$ cat config.mk
export PLATFORM = sky130hd
export DESIGN_NAME = nonzero_serializer
export DESIGN_NICKNAME = d
export VERILOG_FILES = /design/src/rtl/nonzero_serializer_pkg.sv /design/src/rtl/nonzero_serializer_lowest_set_encoder.sv /design/src/rtl/nonzero_serializer.sv
export SDC_FILE = /design/constraint.sdc
export NUM_CORES = 1
export LEC_CHECK = 0
export ABC_CLOCK_PERIOD_IN_PS = 3900
export CELL_PAD_IN_SITES_DETAIL_PLACEMENT = 0
export CELL_PAD_IN_SITES_GLOBAL_PLACEMENT = 1
export CORE_MARGIN = 2
export CORE_UTILIZATION = 40
export DETAILED_ROUTE_END_ITERATION = 7
export GPL_ROUTABILITY_DRIVEN = 0
export PLACE_DENSITY = 0.8
export SETUP_SLACK_MARGIN = 0.4
export SYNTH_ARGS = -nofsm -noshare
export SYNTH_HDL_FRONTEND = slang
export SYNTH_SLANG_ARGS = --single-unit
$ cat constraint.sdc
create_clock -name clk -period 3.9 [get_ports clk]
set_input_delay 0.78 -clock clk [delete_from_list [all_inputs] [get_ports clk]]
set_output_delay 0.78 -clock clk [all_outputs]
set_load 0.05 [all_outputs]
$ cat src/rtl/nonzero_serializer_pkg.sv
// rtl/nonzero_serializer_pkg.sv - output field layout and index width shared with the sparse consumer
package nonzero_serializer_pkg;

  // Index field width for a group; a group of one or two elements still carries one index bit.
  function automatic int idx_width(input int group_size);
    return (group_size <= 2) ? 1 : $clog2(group_size);
  endfunction

  // data_out = {eof, empty, last, idx, value}, value at the bottom.
  localparam int VALUE_LSB = 0;

  function automatic int idx_lsb(input int data_width);
    return data_width;
  endfunction

  function automatic int last_bit(input int data_width, input int idx_w);
    return data_width + idx_w;
  endfunction

  function automatic int empty_bit(input int data_width, input int idx_w);
    return data_width + idx_w + 1;
  endfunction

  function automatic int eof_bit(input int data_width, input int idx_w);
    return data_width + idx_w + 2;
  endfunction

endpackage

$ cat src/rtl/nonzero_serializer_lowest_set_encoder.sv
// rtl/nonzero_serializer_lowest_set_encoder.sv - lowest-set-bit priority encoder with one-hot and single_or_none
module lowest_set_encoder
  import nonzero_serializer_pkg::*;
#(
  parameter int GROUP_SIZE = 4,
  parameter int IDX_W      = idx_width(GROUP_SIZE)
) (
  input  logic [GROUP_SIZE-1:0] pending,
  output logic [IDX_W-1:0]      idx,
  output logic [GROUP_SIZE-1:0] onehot,
  output logic                  single_or_none
);

  // Scan from the top down so the lowest set bit wins; no bits set yields index 0.
  always_comb begin
    idx = '0;
    for (int i = GROUP_SIZE - 1; i >= 0; i--) begin
      if (pending[i]) idx = IDX_W'(i);
    end
  end

  // Two's-complement trick isolates the lowest set bit; clearing it leaves zero iff at most one bit was set.
  always_comb begin
    onehot         = pending & (~pending + GROUP_SIZE'(1));
    single_or_none = ((pending & (pending - GROUP_SIZE'(1))) == '0);
  end

endmodule

$ cat src/rtl/nonzero_serializer.sv
// rtl/nonzero_serializer.sv - emits the non-zero elements of each group one per beat with group/frame flags
module nonzero_serializer
  import nonzero_serializer_pkg::*;
#(
  parameter int DATA_WIDTH     = 8,
  parameter int GROUP_SIZE     = 4,
  parameter int ZERO_INFO      = GROUP_SIZE,
  parameter int IDX_W          = idx_width(GROUP_SIZE),
  parameter int LOG_MAX_GROUPS = 16
) (
  input  logic                                  clk,
  input  logic                                  rst,
  input  logic                                  configure,
  input  logic [LOG_MAX_GROUPS-1:0]             num_groups,
  input  logic [GROUP_SIZE*DATA_WIDTH+ZERO_INFO-1:0] data_in,
  input  logic                                  valid_in,
  output logic                                  avail_out,
  output logic [DATA_WIDTH+IDX_W+2:0]           data_out,
  output logic                                  valid_out,
  input  logic                                  avail_in
);

  localparam int OUT_W   = DATA_WIDTH + IDX_W + 3;
  localparam int IDX_LSB = idx_lsb(DATA_WIDTH);
  localparam int LAST_B  = last_bit(DATA_WIDTH, IDX_W);
  localparam int EMPTY_B = empty_bit(DATA_WIDTH, IDX_W);
  localparam int EOF_B   = eof_bit(DATA_WIDTH, IDX_W);

  logic [GROUP_SIZE*DATA_WIDTH-1:0] group_q;
  logic [GROUP_SIZE-1:0]            pending_q;
  logic                             full_q;
  logic [LOG_MAX_GROUPS-1:0]        grp_cnt_q;
  logic [LOG_MAX_GROUPS-1:0]        num_groups_q;

  logic [IDX_W-1:0]      enc_idx;
  logic [GROUP_SIZE-1:0] enc_onehot;
  logic                  last;
  logic                  empty;
  logic                  eof;
  logic [DATA_WIDTH-1:0] value;
  logic [OUT_W-1:0]      beat;
  logic                  accept;
  logic                  xfer;

  lowest_set_encoder #(
    .GROUP_SIZE(GROUP_SIZE),
    .IDX_W     (IDX_W)
  ) u_enc (
    .pending       (pending_q),
    .idx           (enc_idx),
    .onehot        (enc_onehot),
    .single_or_none(last)
  );

  // Select the element under the one-hot; an all-zero group selects nothing and yields value 0.
  always_comb begin
    value = '0;
    for (int i = 0; i < GROUP_SIZE; i++) begin
      if (enc_onehot[i]) value = group_q[i*DATA_WIDTH +: DATA_WIDTH];
    end
  end

  // Assemble the current beat purely from held state; gate it to zero when nothing is being offered.
  always_comb begin
    empty            = (pending_q == '0);
    eof              = last & (grp_cnt_q == num_groups_q - LOG_MAX_GROUPS'(1));
    beat             = '0;
    beat[VALUE_LSB +: DATA_WIDTH] = value;
    beat[IDX_LSB +: IDX_W]        = enc_idx;
    beat[LAST_B]     = last;
    beat[EMPTY_B]    = empty;
    beat[EOF_B]      = eof;
    valid_out        = full_q & ~configure;
    data_out         = valid_out ? beat : '0;
    avail_out        = ~configure & (~full_q | (avail_in & last));
    accept           = valid_in & avail_out;
    xfer             = full_q & avail_in;
  end

  // Holding register, pending mask and frame counter; configure outranks transfer and accept.
  always_ff @(posedge clk) begin
    if (rst) begin
      group_q      <= '0;
      pending_q    <= '0;
      full_q       <= 1'b0;
      grp_cnt_q    <= '0;
      num_groups_q <= LOG_MAX_GROUPS'(1);
    end else if (configure) begin
      pending_q    <= '0;
      full_q       <= 1'b0;
      grp_cnt_q    <= '0;
      num_groups_q <= (num_groups == '0) ? LOG_MAX_GROUPS'(1) : num_groups;
    end else begin
      if (xfer && !last) begin
        pending_q <= pending_q & ~enc_onehot;
      end
      if (xfer && last) begin
        full_q    <= 1'b0;
        grp_cnt_q <= eof ? '0 : grp_cnt_q + LOG_MAX_GROUPS'(1);
      end
      // A new group loaded on the same edge as a last transfer overrides the clear above.
      if (accept) begin
        group_q   <= data_in[GROUP_SIZE*DATA_WIDTH-1:0];
        pending_q <= ~data_in[GROUP_SIZE*DATA_WIDTH +: ZERO_INFO];
        full_q    <= 1'b1;
      end
    end
  end

endmodule

After elaboration in Yosys (flattened, before gate mapping)
Index checks and enable logic that the tools add are counted.
W data, S select, Z words.
{"block": "op_classes", "eq_ne": 1, "multipliers": 0, "add_sub_neg": 4, "bitwise_logic": 15, "n_shift": 0, "n_div": 0, "magnitude_cmp": 0, "n_reduce_logical": 10, "n_mux": 15}
{"op": "$mux W16", "count": 2}
{"op": "$mux W8", "count": 4}
{"op": "$add A16 B1 Y16 const B", "count": 1}
{"op": "$eq A16 B16 Y1", "count": 1}
{"op": "$logic_not A16 Y1", "count": 1}
{"op": "$sub A16 B1 Y16 const B", "count": 1}
{"op": "$mux W13", "count": 1}
{"op": "$and A4 B4 Y4", "count": 3}
{"op": "$not A4 Y4", "count": 3}
{"op": "$logic_not A4 Y1", "count": 2}
{"op": "$mux W2", "count": 4}
{"op": "$mux W4", "count": 2}
{"op": "$and A1 B1 Y1", "count": 6}
{"op": "$add A4 B1 Y4 const B", "count": 1}
{"op": "$reduce_bool A2 Y1", "count": 2}
{"op": "$sub A4 B1 Y4 const B", "count": 1}
{"op": "$logic_and A1 B1 Y1", "count": 2}
{"op": "$mux W1", "count": 2}
{"op": "$not A1 Y1", "count": 2}
{"op": "$reduce_and A2 Y1", "count": 1}
{"op": "$reduce_or A2 Y1", "count": 1}
{"op": "$logic_not A1 Y1", "count": 1}
{"op": "$or A1 B1 Y1", "count": 1}
{"block": "totals", "out_inout_bits": 15, "register_bits": 69, "latchBits": 0, "rom_bits": 0, "mem_count": 0, "mem_bits_rw": 0, "in_bits": 57, "word_cells": 50}

Longest topological paths before layout
Gate-level depths: netlist of the first run.
{"block": "logic_depth", "depth_word": 8, "mapped_depth": 10, "mapped_depth_nobuf": 9}

Modules after synthesis
A second synthesis of the first run with hierarchy kept.
{"block": "hier_totals", "cells_unflattened": 492, "hier_area_um2": 3666.0}
{"module": "nonzero_serializer", "instances": 1, "seq_area_each_um2": 1381.3, "cells_each": 481, "area_per_inst_um2": 3592.2}
{"module": "lowest_set_encoder", "instances": 1, "seq_area_each_um2": 0.0, "cells_each": 11, "area_per_inst_um2": 73.8}

Worst setup path after synthesis of the first run
OpenSTA, ideal clock, no wires.
{"block": "synth_path", "path_kind": "in2out", "startpoint": "input port configure", "endpoint": "output port data_out[9]", "required_time_ps": 3120, "cell_stages": 3, "n_path_buf": 1, "slack_ps": 351, "arrival_ps": 2769, "cell_sequence": "buf_1 > nand2b_1 > nor4_1"}
{"block": "synth_between", "elab_chain_len": 3}
{"item": "start: declaration", "line_no": "nonzero_serializer.sv:13", "text": "input logic configure,"}
{"item": "$not A1 Y1 (no line)"}
{"item": "$and A1 B1 Y1", "line_no": "nonzero_serializer.sv:73", "text": "valid_out = full_q & ~configure;"}
{"item": "$mux W13", "line_no": "nonzero_serializer.sv:74", "text": "data_out = valid_out ? beat : '0;"}
{"item": "end: declaration", "line_no": "nonzero_serializer.sv:18", "text": "output logic [DATA_WIDTH+IDX_W+2:0] data_out,"}
No other way between the ends.

Worst setup path in the final report of the first run
{"block": "layout_path", "startpoint": "register num_groups_q[0]", "endpoint": "output port data_out[12]"}
{"block": "layout_between", "elab_chain_len": 4}
{"item": "start: declaration", "line_no": "nonzero_serializer.sv:33", "text": "logic [LOG_MAX_GROUPS-1:0] num_groups_q;"}
{"item": "start signal: assignment", "line_no": "nonzero_serializer.sv:92", "text": "num_groups_q <= (num_groups == '0) ? LOG_MAX_GROUPS'(1) : num_groups;"}
{"item": "$sub A16 B1 Y16", "line_no": "nonzero_serializer.sv:66", "text": "eof = last & (grp_cnt_q == num_groups_q - LOG_MAX_GROUPS'(1));"}
{"item": "$eq A16 B16 Y1", "line_no": "nonzero_serializer.sv:66"}
{"item": "$and A1 B1 Y1", "line_no": "nonzero_serializer.sv:66"}
{"item": "$mux W13", "line_no": "nonzero_serializer.sv:74"}
No other way between the ends.

==> metrics.txt, run 1 <==
routed wl met3 roughly 380 um; status finished clean; YS warnings 0; row count 34; critical path, cell by cell inv_1 -> ha_4 -> or3b_1 -> a311oi_1 -> nor3_1 -> o21bai_1 -> or4b_4 -> nor2_4 -> buf_12; slowest stage delay, CP slightly below 0.6 ns; CTS Buf Count 9; R2R Path Start pending_q[0]; PwrDens 353 nW/um^2; Slew Viols, Final 0; global route total overflow 0; EDFF count, synth 0; total wire length 9980 um; n_diodes 0; Worst-path clk slew 0.08 ns; hold_buf cts 0; Hold Path Class flip-flop to flip-flop; Hold Vio Cnt, Final 0; RSZ-0062 raised after global routing yes; Worst Setup Start Kind flip-flop; Net count, final 580; Slew @ Worst Pin 0.717 ns; Distinct cells, synth 54; DP Area 4490 sq um; Hold Crit Start group_q[20]; Critical Path AT 2.71 ns; Final Cell Area a little under 5000 sq um; WHS Endpoint group_q[20]; Routed met1 length 4530 um; antenna-violating nets left 0; vias in the first global route between 3k and 4k; Clock Path Buffers 2; setup_tns 0 ns; largest family of logic cells by synthesized area simple AND/OR/NAND/NOR gates; CTS H-tree lvls 3; Worst-Skew Late Latency 0.34 ns; Slew HR between 50% and 60%; overall routing resource usage 20.9%; Reg-to-Reg End grp_cnt_q[2]; initial DRC count 156; slowest cell on the critical path or4b_4; Final min period 3.49 ns; Worst R2R Setup Slack 1.20 ns; complex-gate fraction of the synthesized area 15.2%; initial antenna violation count 0; CP required 3.12 ns; Starting Density 41.2%; final setup fails 0; via count 3411; routed len/inst 15.7 um; max-cap violation count 0; Die Footprint 9710 sq um; Die Ht 98.5 um; post-synthesis mux area share 4.80%; Clock Sinks 69; Root Buffer clkbuf_8; first-pass GRT wire length 16400 um; Simple-Gate Fraction of Synth Area 29.4%; hold depth 2; Die Span X 98.5 um; critical path fanouts, max 7; fmax 287 MHz; Worst setup EP type output pin; met2 routed WL 4990 um; pin count of the biggest net entering global routing 42; share of layout cells above drive strength 1 12.4%; Seq/Total Area, Yosys 38.7%; top_reg_cell synth dfxtp_1; Fin Clk Skew 0.0135 ns; Netlist Area Pre-Place 3570 sq um; total core area 8680 sq um; Async S/R FF share, synth 0%; Register-to-Register Path Depth 8; port bufs roughly 70; period utilization 89.5%; CTS tree yes; cells after synthesis about 460; Synth Area in XOR/XNOR 7.11%; number of I/O pins 72; Area Growth Syn to Fin 35.9%; DP HPWL 7220 um; syn_area_per_cell 7.85 sq um; peak supply drop 0.237 mV; Detailed Routing Iterations Pass 1 4; total power 1.71 mW; Pleak approximately 1.8 nW; Mapped Nets 514; Layout Utilization 56.0%; critical path type flip-flop to output pin; drc violations 0; Synth Area in Adders 0.980%; vias per cell 5.38; count of state elements after synthesis 69; top sig layer met4
[cells by family after synthesis]
group           count (synthesis)
mux                            17
fa+ha+maj                       3
compound gates                 84
buf+inv                        33
flops                          69
simple gates                  220
xor+xnor                       29
[worst max path at each step]
stage	startpoint	endpoint	slack (ns)	cells after the start
after floorplan	num_groups_q[0]	data_out[12]	0.47	9
after global placement	num_groups_q[2]	data_out[12]	0.23	8
after detailed placement	num_groups_q[2]	data_out[12]	0.19	8
after CTS	num_groups_q[0]	data_out[12]	0.41	9
after global routing	num_groups_q[5]	data_out[12]	0.32	8
final	num_groups_q[0]	data_out[12]	0.41	9
[power by group]
group          switching [mW]  internal [mW]
clock                   0.290          0.429
sequential             0.0298          0.731
combinational           0.113          0.122
[placed cells by master, fill, tap and decap left out, types with 7 or more instances in the layout]
cell             instances
nor2_1                  54
buf_4                   11
mux2i_1                 16
xor2_1                   9
clkdlybuf4s50_1         56
a21oi_1                 39
xnor2_1                 19
dfxtp_1                 64
nor4_1                   7
clkbuf_8                 9
buf_12                  14
nand2_1                 81
nor3_1                  19
a22oi_1                  8
a221oi_1                 9
o21ai_0                  7
and3_1                  10
nand3_1                 10
[sequential cells by signal (all words and copies together), names as in the netlist]
| register | count |
|---|---|
| group_q | 32 |
| grp_cnt_q | 16 |
| pending_q | 4 |
| full_q | 1 |
| num_groups_q | 16 |
[routing by layer]
metal,global-route usage [%],vias to the layer above
met4,5.37,0
met5,0,-
met3,4.11,8
li1,-,1737
met1,28.7,1593
met2,34.0,73
[layout make-up]
class,instances,area [sq um]
Inverter,6,22.5
Fill cell,840,3820
Sequential cell,69,1390
Clock buffer,9,124
Tap cell,108,135
Clock inverter,7,121
Multi-Input combinational cell,354,2140
Timing Repair Buffer,81,923
[synthesized netlist by cell type, types with 2 or more instances]
library cell  count  area, sq um
xor2_1            9         78.8
clkbuf_1         16         60.1
a21oi_1          39          195
or3_1             3         18.8
nor3_1           20          100
and4b_1           2         20.0
nor4b_1           2         17.5
a31oi_1           3         18.8
a311o_1           2         20.0
nor4_1            9         56.3
a221oi_1          9         78.8
and2_1            2         12.5
a211o_1           2         17.5
mux2i_1          16          160
nand3_1          10         50.1
xnor2_1          20          175
o211ai_1          3         22.5
or2_2             4         25.0
nand3b_1          2         15.0
ha_1              2         25.0
a22oi_1           8         60.1
buf_2             3         15.0
nand2b_1          3         18.8
o211a_1           2         20.0
nand4_1           6         37.5
and3_1           10         62.6
buf_1             6         22.5
nor2_1           56          210
nand2_1          81          304
nor3b_1           2         15.0
inv_1             6         22.5
o21ai_0           7         35.0
dfxtp_1          69         1380
[stage by stage]
step / cells / hold WS [ns] / setup WS (ns)
finish: 634 / 0.456 / 0.411
global route: 634 / 0.473 / 0.317
CTS: 630 / 0.459 / 0.413
detailed placement: 613 / 0.448 / 0.190
global placement: 613 / 0.442 / 0.231
floorplan: 455 / 0.436 / 0.473
[critical path, delay by kind of cell (launching register included)]
family / cells / cell delay [ns]
buffers and inverters: 2 / 0.25
AOI/OAI and AO/OA: 2 / 0.39
DFF: 1 / 0.39
adders and majority gates: 1 / 0.18
and+or+nand+nor: 4 / 1.16
[timing repair]
item / 4_1_cts / 5_1_grt
endpoints found under the setup margin: 1 / 1
resized for setup: 11 / 7
cloned: 1 / 0
setup buffers: 0 / 4
pin swaps: 1 / 8
No activity file was read; power rests on OpenSTA's default activity.
==> run 2, diff against run 1 <==
--- a/config.mk
+++ b/config.mk
@@ -10,9 +10,10 @@
 export CELL_PAD_IN_SITES_GLOBAL_PLACEMENT = 1
 export CORE_MARGIN = 2
 export CORE_UTILIZATION = 40
+export CTS_CLUSTER_DIAMETER = 50
 export DETAILED_ROUTE_END_ITERATION = 7
 export GPL_ROUTABILITY_DRIVEN = 0
-export PLACE_DENSITY = 0.8
+export PLACE_DENSITY = 0.9
 export SETUP_SLACK_MARGIN = 0.4
 export SYNTH_ARGS = -nofsm -noshare
 export SYNTH_HDL_FRONTEND = slang
==> run 2 against run 1 <==
Against the previous run:
- total power fell by 7.0%
- utilization fell by 0.62 points
- non-clock buffer count fell by 1
- via count rose by 1.4%
- final cell count fell by 0.32%
- global-route usage fell by 0.94 points
- routed wire length fell by 3.1%
- die area did not move
- critical path depth did not move
- combinational power fell by 2%
==> metrics.txt, run 2 (synthesis gave the netlist of run 1 again) <==
commonest non-fill, non-tap cell in the layout nand2_1; Worst-Skew Late Latency 0.33 ns (about the same); Die Ht 98.5 um (unchanged); CP required 3.12 ns (about the same); Hold Vio Cnt, Final 0 (unchanged); Pleak 1.77 nW (-1.8%); max-cap violation count 0 (unchanged); Starting Density 41.2% (unchanged); Die Span X 98.5 um (unchanged); drc violations 0 (unchanged); status finished clean; port bufs 71 (unchanged); via count 3459 (+1.4%); Clock Sinks 69 (unchanged); top flop regs group_q: 32 flops, grp_cnt_q: 16 flops, num_groups_q: 16 flops; R2R Path Start pending_q[1]; Worst R2R Setup Slack 0.92 ns (-0.28 ns); routed len/inst 15.3 um (-2.8%); DP HPWL 7090 um (-1.8%); Setup crit start num_groups_q[0]; pin count of the biggest net entering global routing 43 (+2.4%); Net count, final 578 (-0.34%); vias per cell 5.47 (+1.7%); initial DRC count 166 (+6.4%); Root Buffer clkbuf_8; Worst-path clk slew 0.08 ns (about the same); antenna-violating nets left 0 (unchanged); first-pass GRT wire length 15900 um (-3.1%); Final min period 3.49 ns (-0.00288 ns); DP Area 4480 sq um (-0.33%); Slew HR 22.5% (-29 points); Detailed Routing Iterations Pass 1 4 (unchanged); number of I/O pins 72 (unchanged); Fin Clk Skew 0.00845 ns (-0.00509 ns); PwrDens 332 nW/um^2 (-5.9%); Final Cell Area 4800 sq um (-1.1%); Hold Path Class flip-flop to flip-flop; Clock Path Buffers 2 (unchanged); Die Footprint 9710 sq um (unchanged); most frequent cells in the layout nand2_1 (81), dfxtp_1 (61), clkdlybuf4s50_1 (56); period utilization 89.4% (about the same); total wire length 9660 um (-3.1%); initial antenna violation count 0 (unchanged); share of layout cells above drive strength 1 12.2% (-0.14 points); setup_tns 0 ns (unchanged); overall routing resource usage 20.0% (-0.94 points); critical path type flip-flop to output pin; CP endpoint data_out[12]; final setup fails 0 (unchanged); n_diodes 0 (unchanged); CTS tree yes; Top reg by flops group_q; Slew Viols, Final 0 (unchanged); Slew @ Worst Pin 1.16 ns (+0.444 ns); Worst Setup Start Kind flip-flop; vias in the first global route 3341 (+1.3%); peak supply drop 0.204 mV (-14%); row count 34 (unchanged); Critical Path AT 2.71 ns (about the same); RSZ-0062 raised after global routing yes; fmax 287 MHz (about the same); Reg-to-Reg End group_q[26]; max FFs per register 32 (unchanged); hold_buf cts 0 (unchanged); total core area 8680 sq um (unchanged); CTS Buf Count 9 (unchanged); Worst setup EP type output pin; critical path fanouts, max 7 (unchanged); fillers 808 (-3.8%); Area Growth Syn to Fin 34.4%; Register-to-Register Path Depth 6 (-2); CTS H-tree lvls 3 (unchanged); global route total overflow 0 (unchanged); hold depth 2 (unchanged)
run 2: worst min path at each step:
stage	to	startpoint	slack, ns
6_report	group_q[23]	group_q[23]	0.46
4_1_cts	group_q[30]	group_q[30]	0.46
3_5_place_dp	group_q[30]	group_q[30]	0.45
2_1_floorplan	group_q[30]	group_q[30]	0.44
5_1_grt	group_q[29]	group_q[29]	0.47
3_3_place_gp	group_q[17]	group_q[17]	0.44
run 2: layout make-up:
cell class	instances	area, sq um	area share [%]
multi-input cells	353	2120	44.2
flip-flops and latches	69	1400	29.1
repair buffers	80	916	19.1
clock buffers	11	151	3.15
well taps	108	135	2.81
clock inverters	5	58.8	1.22
inverters	6	22.5	0.469
run 2: per-stage QoR:
| step | instances | util, % | setup slack, ns | total power, mW | hold slack (ns) |
|---|---|---|---|---|---|
| 2_1_floorplan | 455 | - | 0.473 | 0.893 | 0.436 |
| 3_3_place_gp | 611 | 51.6 | 0.255 | 0.987 | 0.442 |
| 3_5_place_dp | 611 | 51.6 | 0.132 | 0.993 | 0.446 |
| 4_1_cts | 629 | 54.8 | 0.400 | 1.60 | 0.456 |
| 5_1_grt | 632 | 55.3 | 0.317 | 1.67 | 0.474 |
| 6_report | 632 | 55.3 | 0.414 | 1.59 | 0.456 |
run 2: power breakdown:
| group | internal [mW] | total, mW | switching, mW |
|---|---|---|---|
| Sequential | 0.731 | 0.761 | 0.0301 |
| Combinational | 0.120 | 0.231 | 0.111 |
| Clock | 0.330 | 0.603 | 0.273 |
| Total | 1.18 | 1.59 | 0.414 |
run 2: repair_timing:
action                                  CTS  global route
endpoints found under the setup margin    1             1
buffers inserted                          2             3
resized for setup                        12            10
pin swaps                                 2             8
run 2: per-layer routing:
metal,up-vias,GRT usage (%),wire (um)
met4,0,7.06,155
li1,1730,-,-
met2,77,33.6,4870
met5,-,0,0
met1,1638,26.2,4220
met3,14,3.05,412
run 2: critical path, stage by stage, from the launching register on:
cell,delay (ns)
dfxtp_4,0.38
inv_1,0.10
ha_4,0.17
or3b_1,0.34
a311oi_1,0.22
nor3_1,0.12
o21bai_1,0.17
or4b_4,0.58
nor2_4,0.13
buf_12,0.15
==> run 3, diff against run 2 <==
--- a/config.mk
+++ b/config.mk
@@ -13,6 +13,7 @@
 export CTS_CLUSTER_DIAMETER = 50
 export DETAILED_ROUTE_END_ITERATION = 7
 export GPL_ROUTABILITY_DRIVEN = 0
+export GPL_TIMING_DRIVEN = 0
 export PLACE_DENSITY = 0.9
 export SETUP_SLACK_MARGIN = 0.4
 export SYNTH_ARGS = -nofsm -noshare
==> run 3 against run 2 <==
Against the previous run:
- non-clock buffer count grew 20
- clock skew shrank 0.0023 ns
- utilization shrank 0.26 points
- setup slack lost 0.011 ns
- via count grew 4.2%
- combinational power is essentially flat
- first-iteration DRC count shrank 13%
- die area is the same
- clock power grew 28%
- critical path type unchanged
- critical endpoint unchanged
==> metrics.txt, run 3 (synthesis gave the netlist of run 1 again) <==
setup ws final 0.404 ns (-0.0106 ns); Hold Vio Cnt, Final 0 (unchanged); Die Ht 98.5 um (unchanged); CTS tree yes; vias in the first global route 3433 (+2.8%); routed len/inst 15.6 um (+1.9%); Switch Pwr 0.427 mW (+3.0%); setup_tns 0 ns (unchanged); Starting Density 41.2% (unchanged); Worst-Skew Late Latency 0.35 ns (+0.02 ns); Detailed Routing Iterations Pass 1 4 (unchanged); status finished clean; antenna-violating nets left 0 (unchanged); total core area 8680 sq um (unchanged); Layout Utilization 55.1% (-0.26 points); Net count, final 598 (+3.5%); Clock Sinks 69 (unchanged); RSZ-0062 raised after global routing yes; max FFs per register 32 (unchanged); share of layout cells above drive strength 1 11.2% (-0.98 points); Die Span X 98.5 um (unchanged); CP required 3.12 ns (about the same); Seq pwr share 43.2% (-4.5 points); Top reg by flops group_q; hold depth 2 (unchanged); critical path type flip-flop to output pin; switch share 24.2% (-1.8 points); Fin Clk Skew 0.00617 ns (-0.00229 ns); top flop regs group_q: 32 flops, grp_cnt_q: 16 flops, num_groups_q: 16 flops; port bufs 71 (unchanged); Hold Crit Start group_q[14]; pin count of the biggest net entering global routing 13 (-70%); via count 3606 (+4.2%); Slew @ Worst Pin 0.566 ns (-0.595 ns); critical path fanouts, max 8 (+1); Hold Path Class flip-flop to flip-flop; Clock Path Buffers 2 (unchanged); most frequent cells in the layout nand2_1 (81), dfxtp_1 (66), clkdlybuf4s50_1 (56); Worst-path clk slew 0.08 ns (about the same); drc violations 0 (unchanged); CTS H-tree lvls 3 (unchanged); Worst Setup Start Kind flip-flop; initial antenna violation count 0 (unchanged); Slew HR 61.9% (+39 points); first-pass GRT wire length 16400 um (+2.8%); initial DRC count 145 (-13%); PwrDens 369 nW/um^2 (+11%); peak supply drop 0.189 mV (-7.2%); global route total overflow 0 (unchanged); hold_buf cts 0 (unchanged); Reg-to-Reg End grp_cnt_q[12]; Root Buffer clkbuf_8; vias per cell 5.54 (+1.2%); max-cap violation count 0 (unchanged); CTS Buf Count 9 (unchanged); Area Growth Syn to Fin 33.8%; row count 34 (unchanged); final setup fails 0 (unchanged); n_diodes 0 (unchanged); commonest non-fill, non-tap cell in the layout nand2_1; R2R Path Start pending_q[1]; WHS Endpoint group_q[14]; Pleak 1.78 nW (+0.69%); total power 1.76 mW (+11%); Worst R2R Setup Slack 1.31 ns (+0.39 ns); total wire length 10100 um (+4.9%); Register-to-Register Path Depth 8 (+2); DP HPWL 7640 um (+7.8%); Slew Viols, Final 0 (unchanged); Clk network pwr share 43.7% (+5.9 points); overall routing resource usage 21.0% (+1.1 points); Pint 1.34 mW (+13%); fmax 286 MHz (-0.30%); Final min period 3.50 ns (+0.0106 ns); Combinational Power Share 13.1% (-1.4 points); number of I/O pins 72 (unchanged); period utilization 89.7% (+0.27 points); Die Footprint 9710 sq um (unchanged); dpl ws -0.333 ns (-0.465 ns); Critical Path AT 2.72 ns (about the same); Worst setup EP type output pin
run 3: layer usage:
layer	global-route usage [%]	wire (um)	vias up
met4	8.54	230	0
met1	26.9	4670	1722
met5	0	0	-
met2	35.2	4860	89
met3	3.83	384	21
li1	-	-	1774
run 3: critical path, cell delays in order (launching register included):
cell      delay [ns]
dfxtp_2         0.39
nor4_4          0.40
nand4_1         0.26
xnor2_1         0.26
nand3_1         0.10
o211ai_1        0.14
or4b_4          0.55
nor2_4          0.12
buf_8           0.15
run 3: repair_timing:
action                     4_1_cts  5_1_grt
cloned                           0        0
pin swaps                        0        9
resized for setup               35       34
buffers inserted                 0        2
setup endpoints to repair       15       11
run 3: metrics by stage:
step / instance area, sq um / instances / hold WS (ns)
finish: 4780 / 651 / 0.460
CTS: 4680 / 649 / 0.458
global route: 4780 / 651 / 0.475
global placement: 4430 / 634 / 0.442
detailed placement: 4430 / 634 / 0.449
floorplan: 3580 / 455 / 0.436
run 3: how the worst max path moves through the flow:
stage | depth (start not counted) | to | start | slack [ns]
after global placement | 6 | data_out[1] | configure | -0.34
after detailed placement | 6 | data_out[1] | configure | -0.33
final | 8 | data_out[12] | num_groups_q[5] | 0.40
after global routing | 8 | data_out[12] | num_groups_q[5] | 0.30
after CTS | 10 | data_out[12] | num_groups_q[1] | 0.19
after floorplan | 9 | data_out[12] | num_groups_q[0] | 0.47
run 3: final cells by class:
cell class | instances | area (sq um)
Buffer | 27 | 126
Clock inverter | 6 | 136
Multi-Input combinational cell | 353 | 2130
Fill cell | 838 | 3900
Sequential cell | 69 | 1390
Timing Repair Buffer | 73 | 717
Inverter | 6 | 22.5
Tap cell | 108 | 135
Clock buffer | 9 | 124
run 3: power groups by stage:
| stage | clock network, mW | registers [mW] | logic, mW |
|---|---|---|---|
| after floorplan | 0 | 0.766 | 0.127 |
| after global placement | 0 | 0.774 | 0.218 |
| after detailed placement | 0 | 0.775 | 0.221 |
| after CTS | 0.776 | 0.758 | 0.222 |
| after global routing | 0.802 | 0.764 | 0.254 |
| final | 0.770 | 0.761 | 0.231 |
